## src/rtl/fifo_wr_arbiter.sv

```systemverilog
// Write-side burst arbiter for the async FIFO: grants one of two producers a
// whole burst only when the FIFO has room for it, with round-robin fairness.
module fifo_wr_arbiter #(
  parameter int DSIZE    = 8,
  parameter int ADDRSIZE = 10,
  parameter int BLEN_W   = 8
) (
  input  logic                wclk,
  input  logic                wrst,
  input  logic [1:0]          req,
  input  logic [BLEN_W-1:0]   blen0,
  input  logic [BLEN_W-1:0]   blen1,
  input  logic [1:0]          vld,
  input  logic [DSIZE-1:0]    din0,
  input  logic [DSIZE-1:0]    din1,
  input  logic [ADDRSIZE:0]   wspace,
  input  logic                wfull,
  output logic [1:0]          gnt,
  output logic                wen,
  output logic [DSIZE-1:0]    wdata,
  output logic                done,
  output logic                abort
);

  typedef enum logic [1:0] {IDLE, BURST, GAP} state_t;

  state_t              state_q, state_d;
  logic                sel_q, sel_d;
  logic                rr_ptr_q, rr_ptr_d;
  logic [BLEN_W-1:0]   cnt_q, cnt_d;
  logic [1:0]          gnt_q, gnt_d;
  logic                done_q, done_d;
  logic                abort_q, abort_d;

  logic [ADDRSIZE:0]   blen0_ext, blen1_ext;
  logic [1:0]          elig;

  // A requester is eligible only if the whole burst fits in the free space.
  always_comb begin
    blen0_ext = (ADDRSIZE+1)'(blen0);
    blen1_ext = (ADDRSIZE+1)'(blen1);
    elig[0]   = req[0] && (blen0 != '0) && (blen0_ext <= wspace);
    elig[1]   = req[1] && (blen1 != '0) && (blen1_ext <= wspace);
  end

  always_comb begin
    wen   = (state_q == BURST) && vld[sel_q] && !wfull;
    wdata = '0;
    if (state_q == BURST) begin
      wdata = sel_q ? din1 : din0;
    end
  end

  always_comb begin
    state_d  = state_q;
    sel_d    = sel_q;
    rr_ptr_d = rr_ptr_q;
    cnt_d    = cnt_q;
    gnt_d    = gnt_q;
    done_d   = 1'b0;
    abort_d  = 1'b0;
    case (state_q)
      IDLE: begin
        if (|elig) begin
          sel_d   = (elig == 2'b11) ? rr_ptr_q : elig[1];
          cnt_d   = sel_d ? blen1 : blen0;
          gnt_d   = sel_d ? 2'b10 : 2'b01;
          state_d = BURST;
        end
      end
      BURST: begin
        if (wen) begin
          cnt_d = cnt_q - 1'b1;
        end
        // A final beat completes the burst even if req drops in that cycle.
        if (wen && (cnt_q == BLEN_W'(1))) begin
          done_d = 1'b1;
        end else if (!req[sel_q]) begin
          abort_d = 1'b1;
        end
        if (done_d || abort_d) begin
          state_d  = GAP;
          gnt_d    = '0;
          rr_ptr_d = ~sel_q;
        end
      end
      GAP: begin
        state_d = IDLE;
      end
      default: begin
        state_d = IDLE;
      end
    endcase
  end

  always_ff @(posedge wclk or posedge wrst) begin
    if (wrst) begin
      state_q  <= IDLE;
      sel_q    <= 1'b0;
      rr_ptr_q <= 1'b0;
      cnt_q    <= '0;
      gnt_q    <= '0;
      done_q   <= 1'b0;
      abort_q  <= 1'b0;
    end else begin
      state_q  <= state_d;
      sel_q    <= sel_d;
      rr_ptr_q <= rr_ptr_d;
      cnt_q    <= cnt_d;
      gnt_q    <= gnt_d;
      done_q   <= done_d;
      abort_q  <= abort_d;
    end
  end

  assign gnt   = gnt_q;
  assign done  = done_q;
  assign abort = abort_q;

endmodule

```

## config.mk

```make
export PLATFORM = sky130hd
export DESIGN_NAME = fifo_wr_arbiter
export DESIGN_NICKNAME = d
export VERILOG_FILES = /design/src/rtl/fifo_wr_arbiter.sv
export SDC_FILE = /design/constraint.sdc
export NUM_CORES = 1
export LEC_CHECK = 0
export BUFFER_PORTS_ARGS = -buffer_cell sky130_fd_sc_hd__buf_2
export CORE_UTILIZATION = 52
export DETAILED_ROUTE_END_ITERATION = 10
export PLACE_DENSITY_LB_ADDON = 0.12
export SLEW_MARGIN = 15
export SYNTH_ARGS = -nofsm -noshare
export SYNTH_HDL_FRONTEND = slang
export SYNTH_SLANG_ARGS = --single-unit
```

## constraint.sdc

```tcl
create_clock -name wclk -period 4.3 [get_ports wclk]
set_clock_uncertainty 0.2 [all_clocks]
set_input_delay 0 -clock wclk [delete_from_list [all_inputs] [get_ports wclk]]
set_output_delay 0 -clock wclk [all_outputs]
set_load 0.1 [all_outputs]
```

Word level (Yosys, flattened, before mapping). Cells that the tools add are included.

Register bits after elaboration: 16. Input port bits: 50. Output and inout bits: 13. Word-level logic and storage cells: 62.

$add $sub $neg: 1. Magnitude comparators: 3. Equality and inequality tests: 6. Muxes and demuxes: 25. Bitwise gates (word level): 1. Reductions and logical operators: 19.

Operator list (number): $mux 8 (5); $le 8x11->1 (2); $pmux 8 s2 (1); $reduce_bool 8->1 (2); $mux 1 (12); $mux 2 (5); $eq 8x1->1 const B (1); $pmux 2 s2 (2); $sub 8x1->8 const B (1); $logic_and 1x1->1 (7); $reduce_and 2->1 (3); $reduce_and 3->1 (2); $ne 2x2->1 const B (2); $eq 2x1->1 const B (1); $eq 2x2->1 const B (1); $logic_not 2->1 (1); $lt 1x2->1 const B (1); $ne 2x1->1 const B (1); $reduce_bool 2->1 (1); $reduce_or 2->1 (1); $logic_not 1->1 (1); $logic_or 1x1->1 (1); $not 1->1 (1).

Longest topological paths before layout. Gate-level depths: netlist (run 1).

Depth in word-level cells: 10. Mapped depth: 9. Depth with buffers taken out: 8.

Worst setup path after synthesis (run 1). Ideal clock, no wire load.

Kind: reg2out. Start point: register sel_q. End point: output port wdata[0]. Arrival: 2.245 ns. Required time: 4.100 ns. Slack: 1.855 ns. Stages on the path, launching flop included: 5. Path buffers: 2. Cells stage by stage: dfrtp_1 buf_2 clkbuf_1 mux2i_1 nor2_1.

Cells in the longest elaborated chain, start to end: 2.

Ends and longest elaborated chain: start: declaration (line 28) `logic sel_q, sel_d;`; start signal: assignment (line 107) `sel_q <= sel_d;`; $mux 8 (line 50) `wdata = sel_q ? din1 : din0;`; $mux 8 (line 49) `if (state_q == BURST) begin`; end: declaration (line 20) `output logic [DSIZE-1:0] wdata,`.

Every way passes these cells.

Worst setup path after layout (run 1).
Start point: input port blen0[5]. End point: register cnt_q[5].

Cells in the longest elaborated chain, start to end: 8. Elaborated cells between the ends (all ways): 12. Classes of those cells: order compare: 1; eq/ne: 2; mux: 4; reduce/logical: 5.

Ends and longest elaborated chain: start: declaration (line 11) `input logic [BLEN_W-1:0] blen0,`; branches (longest 8 deep; another with $le 8x11->1); end signal: assignment (line 109) `cnt_q <= cnt_d;`; end: declaration (line 30) `logic [BLEN_W-1:0] cnt_q, cnt_d;`.

Several ways; the timed one is not identified. The select of a mux whose other input is x is not followed. A chain may end at the register's enable or synchronous reset.

==> flow_metrics.env, run 1 <==
export IMPL_status="finished, violations left"
export IMPL_violations="DRC"
export IMPL_critPathArrivalTime_ns=3.34
export IMPL_r2r_slack_ns=1.22
export IMPL_critPathSlowestCell="a211oi_4"
export IMPL_powerDensity_mw_per_mm2=620
export IMPL_yosysSeqAreaShare_pct=25.6
export IMPL_synth_edf_count=0
export IMPL_ir_worst_vdd_mv=0.717
export IMPL_rows=19
export IMPL_critical_path_max_stage_delay_ns=0.65
export IMPL_antennaDiodeCount=0
export IMPL_ys_ff_latch=16
export IMPL_min_period_ns=3.36
export IMPL_ys_warn_count=0
export IMPL_clockBufferDepth=2
export IMPL_fill_cells=201
export IMPL_grt_pass1_wl_um=7310
export IMPL_area_growth_synth_to_final_pct=35.6
export IMPL_worst_skew_pair_late_latency_ns=0.28
export IMPL_worst_pin_slew_ns=0.808
export IMPL_crit_family="buffers and inverters"
export IMPL_cts_tree="built"
export IMPL_die_w_um=56.8
export IMPL_cp_common_cell="dlygate4sd3_1"
export IMPL_place_congestion=0.860
export IMPL_syn_area_per_cell_um2=8.88
export IMPL_grt_pass1_vias=1715
export IMPL_core_area_mm2=0.00281
export IMPL_synth_area_mm2=0.00156
export IMPL_yosysTopAreaCellShare_pct=25.6
export IMPL_portBuffers=62
export IMPL_final_net_count=326
export IMPL_syn_inst=176
export IMPL_cts_resized=0
export IMPL_startpoint="blen0[5]"
export IMPL_cp_num_buf_inv=3
export IMPL_min_path_type="input port to flip-flop"
export IMPL_critPathCaptureType="flip-flop"
export IMPL_final_setup_viol_count=0
export IMPL_r2r_start="state_q[1]"
export IMPL_crit_required_ns=4.28
export IMPL_io_pins=63
export IMPL_grt_usage_pct=28.8
export IMPL_grt_max_degree=17
export IMPL_yosys_top_cells_area="dfrtp_1 (26%), ha_1 (14%), mux2i_1 (11%)"
export IMPL_vias=1688
export IMPL_relSlewSlack_pct=46.1
export IMPL_routed_via_density=5.86
export IMPL_drt_pre_antenna_iters=7
export IMPL_cts_root_buffer="clkbuf_4"
export IMPL_antenna_left=0
export IMPL_rsz0062_at_grt="no"
export IMPL_cp_max_fo=12
export IMPL_ys_flop_type="dfrtp_1"
export IMPL_worstPathCellList="dlygate4sd3_1 -> buf_2 -> ha_1 -> nand4_1 -> a21oi_1 -> o211ai_1 -> a211oi_4 -> mux2_1 -> dlygate4sd3_1 -> o221a_1"
export IMPL_start_util_pct=55.7
export IMPL_die_area_mm2=0.00323
export IMPL_slew_viol_final=0
export IMPL_wl_um=4200
export IMPL_timing_final_crit_share_pct=78.1
export IMPL_cap_violations=0
export IMPL_critical_path_class="input port to flip-flop"
export IMPL_power_total_mw=1.31
export IMPL_place_hpwl_um=3240
export IMPL_fmax_mhz=298
export IMPL_final_common_cell="buf_2"
export IMPL_antenna_found_initial=0
export IMPL_cp_depth=10
export IMPL_finalSetupTns_ns=0
export IMPL_grt_overflow=0
export IMPL_h_tree_depth=1
export IMPL_cp_start_kind="input port"
export IMPL_yosysTopAreaCell="dfrtp_1"
export IMPL_final_cell_mix="buf_2 (62), dlygate4sd3_1 (20), ha_1 (18)"
export IMPL_cts_sinks=16
export IMPL_ys_types=47
export IMPL_first_iter_violations=81
export IMPL_drive_gt1_share_pct=31.5
export IMPL_crit_path_end="cnt_q[5]"
export IMPL_path_clk_slew_ns=0.10
export IMPL_wl_per_cell_um=14.6
export IMPL_hold_violations=0
export IMPL_cts_buffers=3
export IMPL_reg2regPathDepth=7
export IMPL_p_leak_nw=1.06
export IMPL_reg2reg_to="cnt_q[7]"
export IMPL_syn_nets=244
export IMPL_ys_async_sr_fraction_pct=100
export IMPL_die_y_um=56.8
export IMPL_drc=5
[synthesized netlist by cell type (2+ instances only)]
library cell,instances
nand2_1,8
inv_1,15
nand3_1,9
or3_1,3
a31oi_1,2
dfrtp_1,16
nand3b_1,4
o21ai_1,2
nor3_1,5
o21ai_0,6
ha_1,18
o211ai_2,2
o211ai_1,3
buf_2,2
o21ai_2,2
or4_1,4
a21oi_1,6
nor2_1,16
nand4_1,6
clkbuf_1,2
mux2i_1,17
nor2b_1,3
[report_power, final]
part / switching [mW] / internal, mW
logic: 0.626 / 0.281
clock network: 0.0506 / 0.0515
registers: 0.0838 / 0.221
[timing repair]
item,in CTS,in global routing
endpoints found under the hold margin,27,0
setup endpoints to repair,0,0
hold buffers,20,0
buffers inserted,0,0
[how the worst min path moves through the flow]
stage | end | depth (start not counted) | startpoint | slack [ns]
2_1_floorplan | abort | 1 | wrst | -0.29
3_3_place_gp | abort | 2 | wrst | -0.10
3_5_place_dp | done | 2 | wrst | -0.1
4_1_cts | cnt_q[6] | 5 | wfull | 0.05
5_1_grt | cnt_q[2] | 5 | wfull | 0.08
6_report | cnt_q[3] | 5 | wfull | 0.06
[per-stage QoR]
step / cell area, um^2 / utilization [%] / setup WS [ns] / std cells / hold slack, ns
2_1_floorplan: 1560 / - / 1.86 / 176 / -0.286
3_3_place_gp: 1880 / 66.9 / 1.76 / 263 / -0.105
3_5_place_dp: 1880 / 66.9 / 1.74 / 263 / -0.0953
4_1_cts: 2110 / 75.3 / 0.972 / 287 / 0.0511
5_1_grt: 2120 / 75.6 / 0.789 / 288 / 0.0839
6_report: 2120 / 75.6 / 0.940 / 288 / 0.0596
[metal layers]
| layer | share of wire, % | GRT usage, % |
|---|---|---|
| met1 | 41 | 34.4 |
| met5 | 0 | 0 |
| met2 | 51 | 51.4 |
| met3 | 4.8 | 3.46 |
| met4 | 3.4 | 12.9 |
[worst min-delay path: stages]
cell and delay (ns):
buf_2 0.08, or3_1 0.15, o31ai_1 0.09, a21oi_1 0.12, o21ai_1 0.07
[cell type report]
cell class | instances | area (um^2) | share of cell area [%]
multi-input cells | 138 | 1070 | 50.3
clock buffers | 4 | 36.3 | 1.71
flip-flops and latches | 16 | 400 | 18.9
inverters | 16 | 60.1 | 2.83
repair buffers | 83 | 518 | 24.4
well taps | 31 | 38.8 | 1.83
[flip-flops by register name, indices dropped and copies added, names as in the netlist]
name	cells
rr_ptr_q	1
gnt	2
cnt_q	8
done	1
state_q	2
sel_q	1
abort	1
[kinds of logic (layout without fill, tap and decap cells)]
kind of cell | Yosys count | after routing | share of synthesized area, %
AND/OR/NAND/NOR | 61 | 61 | 20.1
AO/OA/AOI/OAI | 39 | 39 | 20.8
buffers and inverters | 22 | 103 | 6.16
multiplexers | 19 | 19 | 12.3
adder cells (fa/ha/maj) | 18 | 18 | 14.4
flip-flops | 16 | 16 | 25.6
XOR/XNOR | 1 | 1 | 0.561
Power figures use the tool's default switching activity.
==> inputs of run 2 (changes only) <==
--- a/config.mk
+++ b/config.mk
@@ -6,7 +6,7 @@
 export NUM_CORES = 1
 export LEC_CHECK = 0
 export BUFFER_PORTS_ARGS = -buffer_cell sky130_fd_sc_hd__buf_2
-export CORE_UTILIZATION = 52
+export CORE_UTILIZATION = 44
 export DETAILED_ROUTE_END_ITERATION = 10
 export PLACE_DENSITY_LB_ADDON = 0.12
 export SLEW_MARGIN = 15
==> constraint.sdc (replaced) <==
create_clock -name wclk -period 2.7 [get_ports wclk]
set_clock_uncertainty 0.2 [all_clocks]
set_input_delay 0 -clock wclk [delete_from_list [all_inputs] [get_ports wclk]]
set_output_delay 0 -clock wclk [all_outputs]
set_load 0.1 [all_outputs]
==> flow_metrics.env, run 2 (synthesis gave the netlist of run 1 again) <==
export IMPL_status="finished clean"
export IMPL_drive_gt1_share_pct=32.8
export IMPL_rsz0062_at_grt="no"
export IMPL_final_cell_mix="buf_2 (62), dlygate4sd3_1 (21), ha_1 (18)"
export IMPL_io_pins=63
export IMPL_fmax_mhz=405
export IMPL_drt_pre_antenna_iters=4
export IMPL_cts_sinks=16
export IMPL_relSlewSlack_pct=58.2
export IMPL_wl_per_cell_um=13.7
export IMPL_p_leak_nw=1.09
export IMPL_path_clk_slew_ns=0.09
export IMPL_antenna_found_initial=0
export IMPL_worst_pin_slew_ns=0.626
export IMPL_critical_path_class="input port to flip-flop"
export IMPL_worst_skew_pair_late_latency_ns=0.30
export IMPL_vias=1634
export IMPL_final_setup_viol_count=0
export IMPL_slew_viol_final=0
export IMPL_min_period_ns=2.47
export IMPL_cts_tree="built"
export IMPL_place_hpwl_um=3180
export IMPL_top_register="cnt_q"
export IMPL_die_w_um=61.6
export IMPL_critPathArrivalTime_ns=2.44
export IMPL_wl_um=4230
export IMPL_final_net_count=331
export IMPL_finalSetupTns_ns=0
export IMPL_dp_slack_ns=0.273
export IMPL_grt_pass1_vias=1533
export IMPL_cts_root_buffer="clkbuf_4"
export IMPL_die_y_um=61.6
export IMPL_area_growth_synth_to_final_pct=40.4
export IMPL_portBuffers=62
export IMPL_first_iter_violations=60
export IMPL_h_tree_depth=1
export IMPL_clockBufferDepth=2
export IMPL_drc=0
export IMPL_powerDensity_mw_per_mm2=954
export IMPL_start_util_pct=46.5
export IMPL_grt_max_degree=17
export IMPL_cp_start_kind="input port"
export IMPL_fin_ws_ns=0.229
export IMPL_grt_usage_pct=24.8
export IMPL_antennaDiodeCount=0
export IMPL_die_area_mm2=0.00379
export IMPL_crit_required_ns=2.67
export IMPL_grt_overflow=0
export IMPL_cts_buffers=3
export IMPL_cp_max_fo=11
export IMPL_timing_final_crit_share_pct=91.5
export IMPL_grt_pass1_wl_um=6740
export IMPL_core_area_mm2=0.00336
export IMPL_largest_reg_flops=8
export IMPL_rows=21
export IMPL_routed_via_density=5.31
export IMPL_cap_violations=0
export IMPL_antenna_left=0
export IMPL_critPathCaptureType="flip-flop"
export IMPL_min_path_type="input port to asynchronous set/reset pin"
export IMPL_hold_violations=0
export IMPL_ir_worst_vdd_mv=0.982
export IMPL_final_common_cell="buf_2"
export IMPL_place_congestion=0.863
## run 2: cell count changes in the layout (fill, tap and decap cells not counted), sizes merged
cell,change
dlygate4sd3,+1
buf,+4
## run 2: cell type report
type | instances | area [um^2]
Fill cell | 320 | 1170
Multi-Input combinational cell | 138 | 1080
Inverter | 16 | 60.1
Timing Repair Buffer | 88 | 558
Sequential cell | 16 | 400
Clock buffer | 4 | 36.3
Tap cell | 46 | 57.6
## run 2: what timing repair did
action                     CTS  global route
hold buffers                21             0
setup endpoints to repair    0            12
buffers inserted             0             2
hold endpoints to repair    26             0
resized for setup            0             2
## run 2: per-layer routing
metal | vias to the layer above | share of wire, % | GRT usage (%)
met5 | - | 0 | 0
met4 | 0 | 2.9 | 10.8
met3 | 9 | 5.6 | 3.15
met2 | 66 | 48 | 41.5
met1 | 730 | 43 | 32.0
li1 | 829 | - | -
## run 2: path summary, 6_finish.rpt
kind | from | depth (start not counted) | end | slack (ns)
max in group asynchronous | wrst | 3 | rr_ptr_q | 1.82
min | wrst | 3 | cnt_q[7] | 0.10
max | blen1[0] | 8 | cnt_q[0] | 0.23
max reg2reg | state_q[1] | 7 | gnt[1] | 0.57
min reg2reg | rr_ptr_q | 2 | rr_ptr_q | 0.32
min in group wclk | vld[0] | 5 | cnt_q[7] | 0.17
## run 2: per-stage QoR
stage / utilization, % / cells / area (um^2) / hold slack [ns] / power (mW)
final: 65.3 / 308 / 2190 / 0.102 / 2.09
after global routing: 65.3 / 308 / 2190 / 0.175 / 2.25
after CTS: 64.3 / 306 / 2160 / 0.113 / 2.08
after detailed placement: 57.0 / 281 / 1920 / -0.103 / 1.89
after global placement: 57.0 / 281 / 1920 / -0.0920 / 1.88
after floorplan: - / 176 / 1560 / -0.286 / 1.63
## run 2: worst max-delay path, cell delays in order
cell and delay (ns):
dlygate4sd3_1 0.55, buf_2 0.14, or4_1 0.57, o21ai_2 0.23, nor3_1 0.14, a221oi_4 0.51, or3_1 0.20, o311ai_2 0.09
## run 2: power by group
| group | switching [mW] | internal [mW] |
|---|---|---|
| Clock | 0.0779 | 0.0823 |
| Combinational | 1.03 | 0.447 |
| Sequential | 0.102 | 0.353 |
| Total | 1.21 | 0.883 |
